===== src/rtl/chan_serializer.sv =====
// Frame-to-sample serializer: buffers one parallel frame and emits its channels
// one per enabled cycle, back-to-back across frames when the next one is waiting.
module chan_serializer #(
  parameter int DATA_WIDTH   = 16,
  parameter int NUM_CHANNELS = 4,
  localparam int COUNT_WIDTH = $clog2(NUM_CHANNELS)
) (
  input  logic                               clk,
  input  logic                               rst_n,
  input  logic                               ena,
  input  logic                               in_valid,
  output logic                               in_ready,
  input  logic [NUM_CHANNELS*DATA_WIDTH-1:0] din,
  output logic [DATA_WIDTH-1:0]              dout,
  output logic                               dout_valid,
  output logic [COUNT_WIDTH-1:0]             dout_chan,
  output logic                               dout_first,
  output logic                               dout_last,
  output logic                               underrun
);

  localparam int FRAME_WIDTH = NUM_CHANNELS * DATA_WIDTH;
  localparam logic [COUNT_WIDTH-1:0] LAST_CHAN = COUNT_WIDTH'(NUM_CHANNELS - 1);

  typedef enum logic {
    IDLE,
    SHIFT
  } state_t;

  state_t                   state_q, state_d;
  logic [COUNT_WIDTH-1:0]   cnt_q, cnt_d;
  logic [FRAME_WIDTH-1:0]   hold_q, hold_d;
  logic                     hold_full_q, hold_full_d;
  logic [FRAME_WIDTH-1:0]   shift_q, shift_d;
  logic [DATA_WIDTH-1:0]    dout_q, dout_d;
  logic                     dout_valid_q, dout_valid_d;
  logic                     first_q, first_d;
  logic                     last_q, last_d;
  logic                     underrun_q, underrun_d;
  logic                     capture;
  logic                     load;
  logic [COUNT_WIDTH-1:0]   cnt_inc;

  always_comb begin
    state_d      = state_q;
    cnt_d        = cnt_q;
    shift_d      = shift_q;
    dout_d       = dout_q;
    first_d      = first_q;
    last_d       = last_q;
    dout_valid_d = 1'b0;
    underrun_d   = 1'b0;
    load         = 1'b0;
    cnt_inc      = cnt_q + 1'b1;
    capture      = in_valid & ~hold_full_q;

    if (ena) begin
      case (state_q)
        IDLE: begin
          load = hold_full_q;
        end
        SHIFT: begin
          if (cnt_q != LAST_CHAN) begin
            cnt_d        = cnt_inc;
            dout_d       = shift_q[DATA_WIDTH-1:0];
            shift_d      = shift_q >> DATA_WIDTH;
            dout_valid_d = 1'b1;
            first_d      = 1'b0;
            last_d       = (cnt_inc == LAST_CHAN);
          end else if (hold_full_q) begin
            load = 1'b1;
          end else begin
            state_d    = IDLE;
            underrun_d = 1'b1;
          end
        end
        default: state_d = IDLE;
      endcase
    end

    // Loading consumes the buffer; channel 0 leaves immediately, the rest wait in the shifter.
    if (load) begin
      state_d      = SHIFT;
      cnt_d        = '0;
      dout_d       = hold_q[DATA_WIDTH-1:0];
      shift_d      = hold_q >> DATA_WIDTH;
      dout_valid_d = 1'b1;
      first_d      = 1'b1;
      last_d       = 1'b0;
    end

    hold_d      = capture ? din : hold_q;
    hold_full_d = capture ? 1'b1 : (load ? 1'b0 : hold_full_q);
  end

  always_ff @(posedge clk or negedge rst_n) begin
    if (!rst_n) begin
      state_q      <= IDLE;
      cnt_q        <= '0;
      hold_q       <= '0;
      hold_full_q  <= 1'b0;
      shift_q      <= '0;
      dout_q       <= '0;
      dout_valid_q <= 1'b0;
      first_q      <= 1'b0;
      last_q       <= 1'b0;
      underrun_q   <= 1'b0;
    end else begin
      state_q      <= state_d;
      cnt_q        <= cnt_d;
      hold_q       <= hold_d;
      hold_full_q  <= hold_full_d;
      shift_q      <= shift_d;
      dout_q       <= dout_d;
      dout_valid_q <= dout_valid_d;
      first_q      <= first_d;
      last_q       <= last_d;
      underrun_q   <= underrun_d;
    end
  end

  assign in_ready   = ~hold_full_q;
  assign dout       = dout_q;
  assign dout_valid = dout_valid_q;
  assign dout_chan  = cnt_q;
  assign dout_first = first_q;
  assign dout_last  = last_q;
  assign underrun   = underrun_q;

endmodule

===== config.mk =====
export PLATFORM = sky130hd
export DESIGN_NAME = chan_serializer
export DESIGN_NICKNAME = d
export VERILOG_FILES = /design/src/rtl/chan_serializer.sv
export SDC_FILE = /design/constraint.sdc
export NUM_CORES = 1
export LEC_CHECK = 0
export ABC_AREA = 1
export CAP_MARGIN = 20
export CORE_UTILIZATION = 49
export CTS_BUF_LIST = sky130_fd_sc_hd__clkbuf_8 sky130_fd_sc_hd__clkbuf_16
export CTS_CLUSTER_SIZE = 20
export DETAILED_ROUTE_END_ITERATION = 10
export PLACE_DENSITY = 0.73
export SLEW_MARGIN = 20
export SYNTH_ARGS = -nofsm -noshare
export SYNTH_HDL_FRONTEND = slang
export SYNTH_SLANG_ARGS = --single-unit

===== constraint.sdc =====
create_clock -name clk -period 2.2 [get_ports clk]
set_clock_uncertainty 0.2 [all_clocks]
set_input_delay 0.44 -clock clk [delete_from_list [all_inputs] [get_ports clk]]
set_output_delay 0.44 -clock clk [all_outputs]
set_load 0.05 [all_outputs]

# Word level (Yosys, flattened, before mapping)
# Index checks and enable logic that the tools add are counted.
[classes] n_addsub=1 n_eq_ne=2 n_mux=38 n_bitwise=3 n_reduce_logical=5
[op_table] op="two-way mux 64 bit" count=4
[op_table] op="two-way mux 16 bit" count=4
[op_table] op="two-way mux 1 bit" count=25
[op_table] op="two-way mux 2 bit" count=4
[op_table] op="nonzero test 2 bit" count=4
[op_table] op="AND reduction 3 bit" count=1
[op_table] op="adder 2 x 1 -> 2 bit, second input constant" count=1
[op_table] op="== test 2 bit, second input constant" count=1
[op_table] op="inequality test 2 bit, second input constant" count=1
[op_table] op="NOT 1 bit" count=2
[op_table] op="case mux 1 bit (2 select lines)" count=1
[op_table] op="AND 1 bit" count=1
[totals] register_bits=152 inputBits=68 out_inout_bits=23 elab_cells=59

# Depth between registers and ports, before layout
# Gate-level depths: netlist (run 1).
[logic_depth] depth_word=6 depth_mapped=9 ltp_nobuf=7

# Worst setup path before layout (run 1)
# No wires, ideal clock.
[synth_path] path_type="reg2reg" startpoint="register cnt_q[0], in the netlist dout_chan[0]" endpoint="register dout_q[0], in the netlist dout[0]" setup_ps=118 arrival_ps=1593 slack_ps=290 path_stages_with_launch=10 path_cell_list="dfrtp_1 > ha_1 > inv_1 > nand2_2 > nand2_4 > buf_12 > buf_12 > nand2_2 > nand3_2 > nand2_1"
[synth_via] elab_chain_cells=6
[synth_lines] item="from (decl)" line_no="31" rtl="logic [COUNT_WIDTH-1:0] cnt_q, cnt_d;"
[synth_lines] item="from (signal assigned)" line_no="110" rtl="cnt_q <= cnt_d;"
[synth_lines] item="inequality test 2 bit (*)" line_no="63" rtl="if (cnt_q != LAST_CHAN) begin"
[synth_lines] item="two-way mux 1 bit" line_no="63"
[synth_lines] item="case mux 1 bit (2 select lines)" line_no="58" rtl="case (state_q)"
[synth_lines] item="two-way mux 1 bit" line_no="57" rtl="if (ena) begin"
[synth_lines] item="nonzero test 2 bit (no line)"
[synth_lines] item="AND reduction 3 bit (no line)"
[synth_lines] item="to (signal assigned)" line_no="114" rtl="dout_q <= dout_d;"
[synth_lines] item="to (decl)" line_no="35" rtl="logic [DATA_WIDTH-1:0] dout_q, dout_d;"
# Every way passes the cells marked *; elsewhere a longest branch is shown, timed or not.
# A chain may end at the register's enable or synchronous reset.

# Worst setup path after layout (run 1)
[layout_path] startpoint="register hold_full_q" endpoint="output in_ready"
[layout_via] elab_chain_cells=1
[layout_lines] item="from (decl)" line_no="33" rtl="logic hold_full_q, hold_full_d;"
[layout_lines] item="from (signal assigned)" line_no="112" rtl="hold_full_q <= hold_full_d;"
[layout_lines] item="NOT 1 bit" line_no="122" rtl="assign in_ready = ~hold_full_q;"
[layout_lines] item="to (decl)" line_no="12" rtl="output logic in_ready,"
# Every way passes these cells.

==> results of run 1 <==
-- registers in the layout (all words and copies together), names as in the netlist --
| signal | cells |
|---|---|
| dout | 16 |
| dout_chan | 2 |
| dout_first | 1 |
| dout_last | 1 |
| dout_valid | 1 |
| hold_full_q | 1 |
| hold_q | 64 |
| shift_q | 48 |
| state_q | 1 |
| underrun | 1 |
-- what timing repair did --
action / CTS / global route
endpoints found under the hold margin: 31 / 0
setup endpoints to repair: 20 / 1
resized for setup: 20 / 1
hold buffers: 1 / 0
-- Yosys cell counts --
library cell  count
inv_2             1
inv_1           109
buf_12            6
nand2_4           2
clkbuf_1          9
clkinv_4          1
mux2i_1           1
buf_6             5
nand3_2          43
buf_4             2
o22ai_1           1
o21ai_0          13
nor3_1            1
ha_1              2
nand2_2          45
o22ai_2           6
dfrtp_1         136
a21oi_1          54
buf_2            16
nand3_1          24
nand2_1         175
nor2_1           54
nand3_4           1
-- layout by cell type, fill, tap and decap left out, drive strengths merged --
| cell type | synthesis | layout |
|---|---|---|
| nor3 | 1 | 1 |
| nand3 | 68 | 68 |
| dlymetal6s2s | 0 | 1 |
| ha | 2 | 2 |
| dlygate4sd2 | 0 | 20 |
| inv | 110 | 114 |
| buf | 29 | 21 |
| dfrtp | 136 | 136 |
| mux2i | 1 | 1 |
| clkdlybuf4s50 | 0 | 66 |
| dlygate4sd3 | 0 | 1 |
| a21oi | 54 | 54 |
| clkinv | 1 | 5 |
| o21ai | 13 | 13 |
| nand2 | 222 | 222 |
| clkbuf | 9 | 21 |
| nor2 | 54 | 54 |
| o22ai | 7 | 7 |
-- critical path, delay by kind of cell (launching register included) --
| family | cells | cell delay (ps) |
|---|---|---|
| buffers and inverters | 3 | 540 |
| flip-flops | 1 | 430 |
-- layer usage --
metal  global-route usage (%)  vias up
li1                         -     2326
met1                     27.9     2246
met2                     36.6      122
met3                     5.33       30
met4                     11.6        0
met5                        0        -
-- cells by family (layout without fill, tap and decap cells) --
family | Yosys count | in the layout
compound gates | 74 | 74
simple gates | 345 | 345
fa+ha+maj | 2 | 2
flops | 136 | 136
buf+inv | 149 | 249
mux | 1 | 1
-- worst min path at each step --
stage / from / endpoint / slack (ps) / cells past startpoint
after detailed placement: rst_n / hold_q[1]$_DFFE_PN0P_ / 160 / 1
after floorplan: rst_n / dout[0]$_DFFE_PN0P_ / -60 / 0
final: dout[1]$_DFFE_PN0P_ / dout[1]$_DFFE_PN0P_ / 270 / 2
after global placement: rst_n / hold_q[1]$_DFFE_PN0P_ / 150 / 1
after global routing: dout[1]$_DFFE_PN0P_ / dout[1]$_DFFE_PN0P_ / 290 / 2
after CTS: hold_q[54]$_DFFE_PN0P_ / hold_q[54]$_DFFE_PN0P_ / 270 / 2
-- report_power, final --
group	total, mW	internal, mW	switching [mW]
Sequential	3.95	3.52	0.421
Combinational	4.22	1.45	2.77
Clock	2.46	1.51	0.951
-- cell type report --
cell class | count | area [um^2]
fill | 1085 | 4700
sequential | 136 | 3400
multi-input combinational | 422 | 2200
timing repair buffer | 109 | 1170
clock buffer | 21 | 480
inverter | 111 | 422
tap | 172 | 215
clock inverter | 8 | 35.0
-- per-stage QoR --
stage	setup slack, ps	utilization, %
after global placement	107	58.8
after global routing	102	62.8
after CTS	19.8	62.8
final	177	62.8
after floorplan	290	-
after detailed placement	67.2	58.8
==> summary.txt, run 1 <==
Synth
  – Synth Cell Area: between 6000 and 7000 um^2
  – Sequential area share after synthesis: 53.9%
  – Post-Synth XOR/XNOR Area: 0%
  – Synth area leader: dfrtp_1
  – Synth warnings: 0
  – Share of the synthesized area in the top cell type: a little over half
  – Post-Synth Simple-Gate Area: between 20% and 30%
  – #FFs+latches synth: 136
  – Synth Area in Compound Gates: under 10%
  – Avg Cell Area, Syn: approximately 9 um^2
  – Largest cells by area after synthesis: dfrtp_1 (54%), nand2_1 (10%), nand3_2 (6.8%)
  – Post-Synth Adder-Cell Area: 0.396%
  – Synth Instances: ~700
  – Distinct cells, synth: 23
  – Syn Nets: between 700 and 800
  – Mux share of post-synthesis cell area: less than 1%
  – Largest family of logic cells by synthesized area: simple AND/OR/NAND/NOR gates

Cells and area
  – Fin nets: approximately 870
  – Design area: slightly below 8000 um^2
  – Layout cells sized above 1: between 10% and 20%
  – Layout area overhead: 25.4%
  – ANT cells: 0
  – Non-filler instance count after layout: 979

Placement
  – GPL Wtd Cong: 0.800
  – Placed insts: around 950
  – Placed Area: about 7400 um^2
  – Post-DP HPWL: approximately 9200 um
  – Buffers on Ports: 90

Drt
  – Post-route ant nets: 0
  – Met1 WL: around 5800 um
  – DR WL/cell: 13.7 um
  – # DRC: 0
  – Vias per inst: 4.83
  – First-pass iteration count of the detailed router: 4
  – Routed wire length on met3: approximately 620 um
  – Via Count: roughly 4700
  – Final wirelength: ~13000 um
  – Iter 0 DRT Violations: between 300 and 400
  – Met2 wire len: between 6000 and 7000 um
  – Max layer used: met4

Timing
  – Setup_tns: 0 ps
  – Setup-failing EPs final: 0
  – Final period util: approximately nine tenths
  – Final hold slack: between 200 and 300 ps
  – Fin. max-slew vios: 0
  – Final Hold Vio Count: 0
  – F_max: about 500 MHz
  – Rel. slew slack: about two thirds
  – RSZ-0062 raised after global routing: no
  – Final min period: 2020 ps
  – Worst-margin pin slew: 501 ps

Clock tree
  – Clock Latency Late Sink: roughly 420 ps
  – Clk slew on worst S/H paths: ~50 ps
  – Clock Sink Count: about 140
  – Clock tree buffer depth: 2
  – CTS tree: done
  – Root cell of the clock tree: clkbuf_16
  – H-tree depth: 4
  – Post-CTS setup buffers: 0
  – Cts bufs inserted: 17

Setup path
  – Type of origin of the critical path: register
  – RR Endpoint: shift_q[40]$_DFFE_PN0P_
  – Worst path slowest cell: dfrtp_1
  – Worst setup EP type: output port
  – Critical Path Source: hold_full_q$_DFFE_PN0P_
  – R2r startpoint: dout_chan[1]$_DFFE_PN0P_
  – Crit-path cells: inv_1 -> buf_4 -> buf_12
  – Worst setup path class: register to output port
  – Slowest cell delay on critical path: roughly 430 ps
  – Worst EP required: ~1600 ps
  – R2r setup slk: roughly 290 ps
  – R2R depth: 7
  – CP Capture Point: in_ready
  – Worst-path maximum fanout: 11
  – CP arrival: about 1400 ps

Die
  – Initial core utilization: 50.1%
  – Die H: 116 um
  – Die width: roughly 120 um
  – Die ar.: roughly 13000 um^2
  – Io pins: ~90
  – # rows: 41
  – Core ar.: 12600 um^2

GRT
  – Vias in the first global route: a little under 5000
  – Largest net degree at the start of global routing: 47
  – Initial antenna violation count: 0
  – Total grt overflow: 0
  – First-pass GRT wire length: 22700 um
  – Total GRT Usage: between 20 and 25%

Power
  – Cell Pwr Density: 1340 nW/um^2
  – VDD IR max: just under 0.7 mV
  – Static Leak: ~4.2 nW
  – Tot Pwr: 10.6 mW

Min path
  – HP Class: register to register

Status
  – Status: finished clean

Flow run
  – Max-cap viol count: 0
(Power assumes the default switching activity.)
==> inputs of run 2 (changes only) <==
--- a/config.mk
+++ b/config.mk
@@ -11,7 +11,9 @@
 export CTS_BUF_LIST = sky130_fd_sc_hd__clkbuf_8 sky130_fd_sc_hd__clkbuf_16
 export CTS_CLUSTER_SIZE = 20
 export DETAILED_ROUTE_END_ITERATION = 10
+export GPL_TIMING_DRIVEN = 0
 export PLACE_DENSITY = 0.73
+export REMOVE_ABC_BUFFERS = 1
 export SLEW_MARGIN = 20
 export SYNTH_ARGS = -nofsm -noshare
 export SYNTH_HDL_FRONTEND = slang
==> constraint.sdc (replaced) <==
create_clock -name clk -period 2.6 [get_ports clk]
set_clock_uncertainty 0.2 [all_clocks]
set_input_delay 0.52 -clock clk [delete_from_list [all_inputs] [get_ports clk]]
set_output_delay 0.52 -clock clk [all_outputs]
set_load 0.05 [all_outputs]
==> run 2 against run 1 <==
  * Global-route usage shrank 0.56 points
  * Non-clock buffer count shrank 16
  * Routed wire length grew 1.5%
  * Core utilization shrank 0.72 points
  * Power shrank 15%
  * Die area is the same
  * Sequential power shrank 16%
  * Worst hold slack gained 6.2 ps
  * Largest cell class unchanged
==> summary.txt, run 2 (synthesized netlist as in run 1, its figures left out) <==
Timing
  – Final hold slack: roughly 280 ps
  – Fin. max-slew vios: 0
  – Setup-failing EPs final: 0
  – F_max: ~400 MHz
  – Rel. slew slack: a little under three fifths
  – Worst-margin pin slew: between 600 and 700 ps
  – Final min period: about 2500 ps
  – Final period util: 95.1%
  – Final Hold Vio Count: 0
  – RSZ-0062 raised after global routing: no

Cells and area
  – Most frequent cells in the layout: nand2_1 (174), dfrtp_1 (136), inv_1 (112)
  – Core Util, Final: between 60 and 70%
  – Most common cell after layout, fill and taps aside: nand2_1
  – ANT cells: 0
  – Largest Register: hold_q
  – Layout cells sized above 1: approximately 17%
  – Layout area overhead: 23.9%
  – Fin nets: around 860
  – Max FFs per register: 64
  – Design area: 7830 um^2

Setup path
  – Worst setup path class: register to register
  – Crit-path cells: ha_1 -> inv_1 -> nand3_4 -> nand2_4 -> nand3_2 -> nand2_1
  – Worst EP required: 2750 ps
  – Buffers & Inverters on Critical Path: 1
  – Type of origin of the critical path: register
  – Slowest cell delay on critical path: ~700 ps
  – Worst path slowest cell: nand2_4
  – Worst setup EP type: register
  – Worst-path maximum fanout: 34
  – CP arrival: ~2600 ps
  – Crit path max-delay family: simple AND/OR/NAND/NOR gates

GRT
  – Initial antenna violation count: 0
  – Largest net degree at the start of global routing: between 70 and 80
  – Total grt overflow: 0
  – First-pass GRT wire length: between 20000 and 25000 um
  – Vias in the first global route: 4645
  – Total GRT Usage: 21.9%

Drt
  – Post-route ant nets: 0
  – Via Count: approximately 4700
  – Iter 0 DRT Violations: 195
  – First-pass iteration count of the detailed router: 4
  – DR WL/cell: about 14 um
  – Final wirelength: about 14000 um
  – Vias per inst: 4.85
  – # DRC: 0

Clock tree
  – Root cell of the clock tree: clkbuf_16
  – Post-CTS setup buffers: 0
  – Clock Latency Late Sink: 410 ps
  – Clock Sink Count: ~140
  – Clk slew on worst S/H paths: around 60 ps
  – Cts bufs inserted: 17
  – H-tree depth: 4
  – CTS tree: done
  – Clock tree buffer depth: 2

Die
  – Die H: 116 um
  – Core ar.: ~13000 um^2
  – Die width: 116 um
  – Die ar.: approximately 13000 um^2
  – Io pins: between 90 and 100
  – Initial core utilization: 50.1%
  – # rows: 41

Power
  – Cell Pwr Density: 1150 nW/um^2
  – Static Leak: approximately 4.0 nW
  – VDD IR max: around 0.57 mV

Status
  – Status: finished clean

Placement
  – GPL Wtd Cong: 0.734
  – Post-DP HPWL: 7240 um
  – Placed Area: 7200 um^2
  – Buffers on Ports: 90

Min path
  – HP Class: register to register

Flow run
  – Max-cap viol count: 0
run 2: cell types whose count changed in the layout (fill, tap and decap cells not counted), moves of 2 or more:
| cell | delta |
|---|---|
| clkbuf_8 | -2 |
| buf_16 | +2 |
| clkdlybuf4s50_1 | +22 |
| buf_4 | -8 |
| nand2_8 | +2 |
| buf_12 | -12 |
| clkinvlp_4 | +4 |
| dlygate4sd2_1 | -19 |
| clkinv_2 | -2 |
| clkinv_4 | +2 |
run 2: where the power goes:
group / leakage, nW / internal (mW) / switching, mW
sequential: 1.66 / 2.98 / 0.348
combinational: 2.09 / 1.13 / 2.34
clock: 0.275 / 1.36 / 0.888
run 2: path summary, 6_finish.rpt:
kind                       depth (start not counted)                     start  slack [ps]                       to
setup / recovery                                   6  dout_chan[0]$_DFFE_PN0P_         130  shift_q[11]$_DFFE_PN0P_
hold / removal                                     2    hold_q[56]$_DFFE_PN0P_         280   hold_q[56]$_DFFE_PN0P_
setup reg to reg                                   6  dout_chan[0]$_DFFE_PN0P_         130  shift_q[11]$_DFFE_PN0P_
hold reg to reg                                    2    hold_q[56]$_DFFE_PN0P_         280   hold_q[56]$_DFFE_PN0P_
max in group asynchronous                          3                     rst_n        1040  shift_q[21]$_DFFE_PN0P_
min in group asynchronous                          2                     rst_n         440   dout_first$_DFFE_PN0P_
run 2: worst reg2reg max path: stages, from the launching register on:
cell and delay (ps):
dfrtp_1 400, ha_1 220, inv_1 210, nand3_4 430, nand2_4 710, nand3_2 160
nand2_1 80
run 2: through the flow:
stage / instances / power (mW) / setup slack [ps] / setup TNS [ps]
CTS: 969 / 9.10 / 11.8 / 0
floorplan: 669 / 5.74 / -706 / -60380
finish: 970 / 9.04 / 127 / 0
global route: 970 / 9.66 / 0.388 / 0
global placement: 931 / 6.61 / -4470 / -812290
detailed placement: 933 / 6.73 / -1440 / -82430
run 2: cell type report:
| type | count | area, um^2 |
|---|---|---|
| fillers | 1123 | 4790 |
| flip-flops and latches | 136 | 3400 |
| repair buffers | 93 | 970 |
| multi-input cells | 426 | 2260 |
| clock inverters | 13 | 108 |
| clock buffers | 19 | 453 |
| inverters | 111 | 424 |
| well taps | 172 | 215 |
run 2: timing repair:
action | in CTS | in global routing
gates resized for setup | 4 | 0
hold buffers | 1 | 0
setup endpoints to repair | 71 | 11
pin swaps | 1 | 1
cloned | 3 | 1
endpoints found under the hold margin | 64 | 0
run 2: routing by layer:
layer / vias up / track usage [%] / part of all wire (%)
met5: - / 0 / 0
met4: 0 / 8.40 / 1.3
met3: 17 / 4.08 / 3.7
met2: 89 / 37.3 / 49
met1: 2288 / 27.7 / 46
li1: 2312 / - / -
==> inputs of run 3 (changes only) <==
--- a/config.mk
+++ b/config.mk
@@ -7,6 +7,7 @@
 export LEC_CHECK = 0
 export ABC_AREA = 1
 export CAP_MARGIN = 20
+export CORE_MARGIN = 3
 export CORE_UTILIZATION = 49
 export CTS_BUF_LIST = sky130_fd_sc_hd__clkbuf_8 sky130_fd_sc_hd__clkbuf_16
 export CTS_CLUSTER_SIZE = 20
==> run 3 against run 2 <==
  * Flip-flop and latch count unchanged
  * Global-route usage shrank 1.6 points
  * Highest routed layer unchanged
  * Combinational power about the same
  * Critical path type is now primary input to register
  * Largest cell class unchanged
  * Largest power group unchanged
  * Worst hold slack worse by 1.3 ps
==> summary.txt, run 3 (synthesized netlist as in run 1, its figures left out) <==
Status
  – Status: finished clean

Placement
  – Buffers on Ports: 90
  – Post-DP HPWL: around 7400 um
  – Placed Area: 7190 um^2
  – GPL Wtd Cong: 0.706
  – Placed insts: slightly above 900

Timing
  – Fin. max-slew vios: 0
  – Setup-failing EPs final: 0
  – Rel. slew slack: 56.8%
  – F_max: 402 MHz
  – Worst-margin pin slew: 647 ps
  – Setup_tns: 0 ps
  – Final period util: between 90% and 100%
  – Final min period: ~2500 ps
  – Final hold slack: roughly 270 ps
  – Final Hold Vio Count: 0
  – RSZ-0062 raised after global routing: no

Drt
  – Vias per inst: approximately 4.9
  – Iter 0 DRT Violations: 276
  – Via Count: 4690
  – First-pass iteration count of the detailed router: 4
  – Final wirelength: about 14000 um
  – DR WL/cell: approximately 14 um
  – Post-route ant nets: 0
  – # DRC: 0

GRT
  – Total GRT Usage: roughly a fifth
  – Largest net degree at the start of global routing: 75
  – First-pass GRT wire length: ~23000 um
  – Total grt overflow: 0
  – Initial antenna violation count: 0
  – Vias in the first global route: between 4000 and 5000

Cells and area
  – Non-filler instance count after layout: between 900 and 1000
  – Max FFs per register: 64
  – Most common cell after layout, fill and taps aside: nand2_1
  – Largest Register: hold_q
  – Fin nets: 856
  – ANT cells: 0
  – Design area: 7910 um^2
  – Core Util, Final: roughly 64%
  – Most frequent cells in the layout: nand2_1 (174), dfrtp_1 (136), inv_1 (111)
  – Layout cells sized above 1: between 10% and 20%
  – Layout area overhead: 25.2%

Die
  – Die H: around 120 um
  – Io pins: 91
  – # rows: 40
  – Die width: around 120 um
  – Core ar.: approximately 12000 um^2
  – Die ar.: 14300 um^2
  – Initial core utilization: 51.3%

Setup path
  – Worst EP required: 2680 ps
  – Worst-path maximum fanout: 28
  – R2r setup slk: between 200 and 300 ps
  – R2R depth: 7
  – CP arrival: between 2000 and 3000 ps
  – Type of origin of the critical path: primary input
  – R2r startpoint: dout_chan[1]$_DFFE_PN0P_
  – CP Capture Point: shift_q[34]$_DFFE_PN0P_
  – Worst setup EP type: register
  – Critical Path Source: ena
  – RR Endpoint: dout_last$_DFFE_PN0P_
  – Worst setup path class: primary input to register

Power
  – Cell Pwr Density: about 1200 nW/um^2
  – VDD IR max: 0.652 mV
  – Static Leak: a little over 4 nW

Clock tree
  – CTS tree: done
  – Clock Sink Count: ~140
  – Root cell of the clock tree: clkbuf_16
  – H-tree depth: 4
  – Clock tree buffer depth: 2
  – Clk slew on worst S/H paths: 60 ps
  – Clock Latency Late Sink: around 420 ps
  – Cts bufs inserted: 17

Flow run
  – Max-cap viol count: 0

Min path
  – HP Class: register to register
-- run 3: cell types whose count changed in the layout (fill, tap and decap cells not counted) --
cell	delta
clkinv_2	+1
bufinv_16	+2
nand2_8	+1
clkinvlp_4	-3
clkinv_4	-2
inv_1	-1
clkbuf_8	+4
inv_6	-1
nand2_4	-1
nand3_2	+1
-- run 3: stage by stage --
step                total power [mW]  setup WS [ps]
CTS                             9.36           87.0
detailed placement              6.72          -1490
floorplan                       5.74           -706
global route                    9.90           60.9
global placement                6.61          -4460
finish                          9.29            114
-- run 3: power breakdown --
part | switching (mW) | internal, mW
sequential | 0.340 | 2.98
clock | 0.856 | 1.65
combinational | 2.33 | 1.14
total | 3.52 | 5.77
-- run 3: worst max-delay path, stage by stage --
cell and delay [ps]:
clkdlybuf4s50_1 630, nand2_2 400, clkinv_4 210, nand2_8 300, inv_1 260, nand2_1 120
o21ai_0 110
-- run 3: worst min path at each step --
stage                                 start  depth (start not counted)                 endpoint  slack, ps
floorplan                             rst_n                          0      dout[0]$_DFFE_PN0P_         20
global placement     hold_q[49]$_DFFE_PN0P_                          2   hold_q[49]$_DFFE_PN0P_        260
detailed placement   hold_q[50]$_DFFE_PN0P_                          2   hold_q[50]$_DFFE_PN0P_        260
CTS                  hold_q[50]$_DFFE_PN0P_                          2   hold_q[50]$_DFFE_PN0P_        270
global route        shift_q[15]$_DFFE_PN0P_                          2  shift_q[15]$_DFFE_PN0P_        290
finish               hold_q[54]$_DFFE_PN0P_                          2   hold_q[54]$_DFFE_PN0P_        270
-- run 3: layout make-up --
type                    instances  area, um^2
flip-flops and latches        136        3400
inverters                     111         424
multi-input cells             427        2280
clock inverters                 9         120
repair buffers                 93         970
fillers                      1059        4400
well taps                     168         210
clock buffers                  23         508
-- run 3: timing repair --
action                                  CTS  global route
setup buffers                             0             0
endpoints found under the hold margin    62             0
endpoints found under the setup margin   71            22
pin swaps                                 2             0
hold buffers                              1             0
cloned                                    4             1
gates resized for setup                   4             1
-- run 3: per-layer routing --
metal | vias up | global-route usage, % | routed length, um
met5 | - | 0 | 0
met4 | 0 | 7.95 | 201
met3 | 19 | 4.62 | 586
met2 | 107 | 34.9 | 6810
met1 | 2240 | 24.8 | 6310
li1 | 2324 | - | -
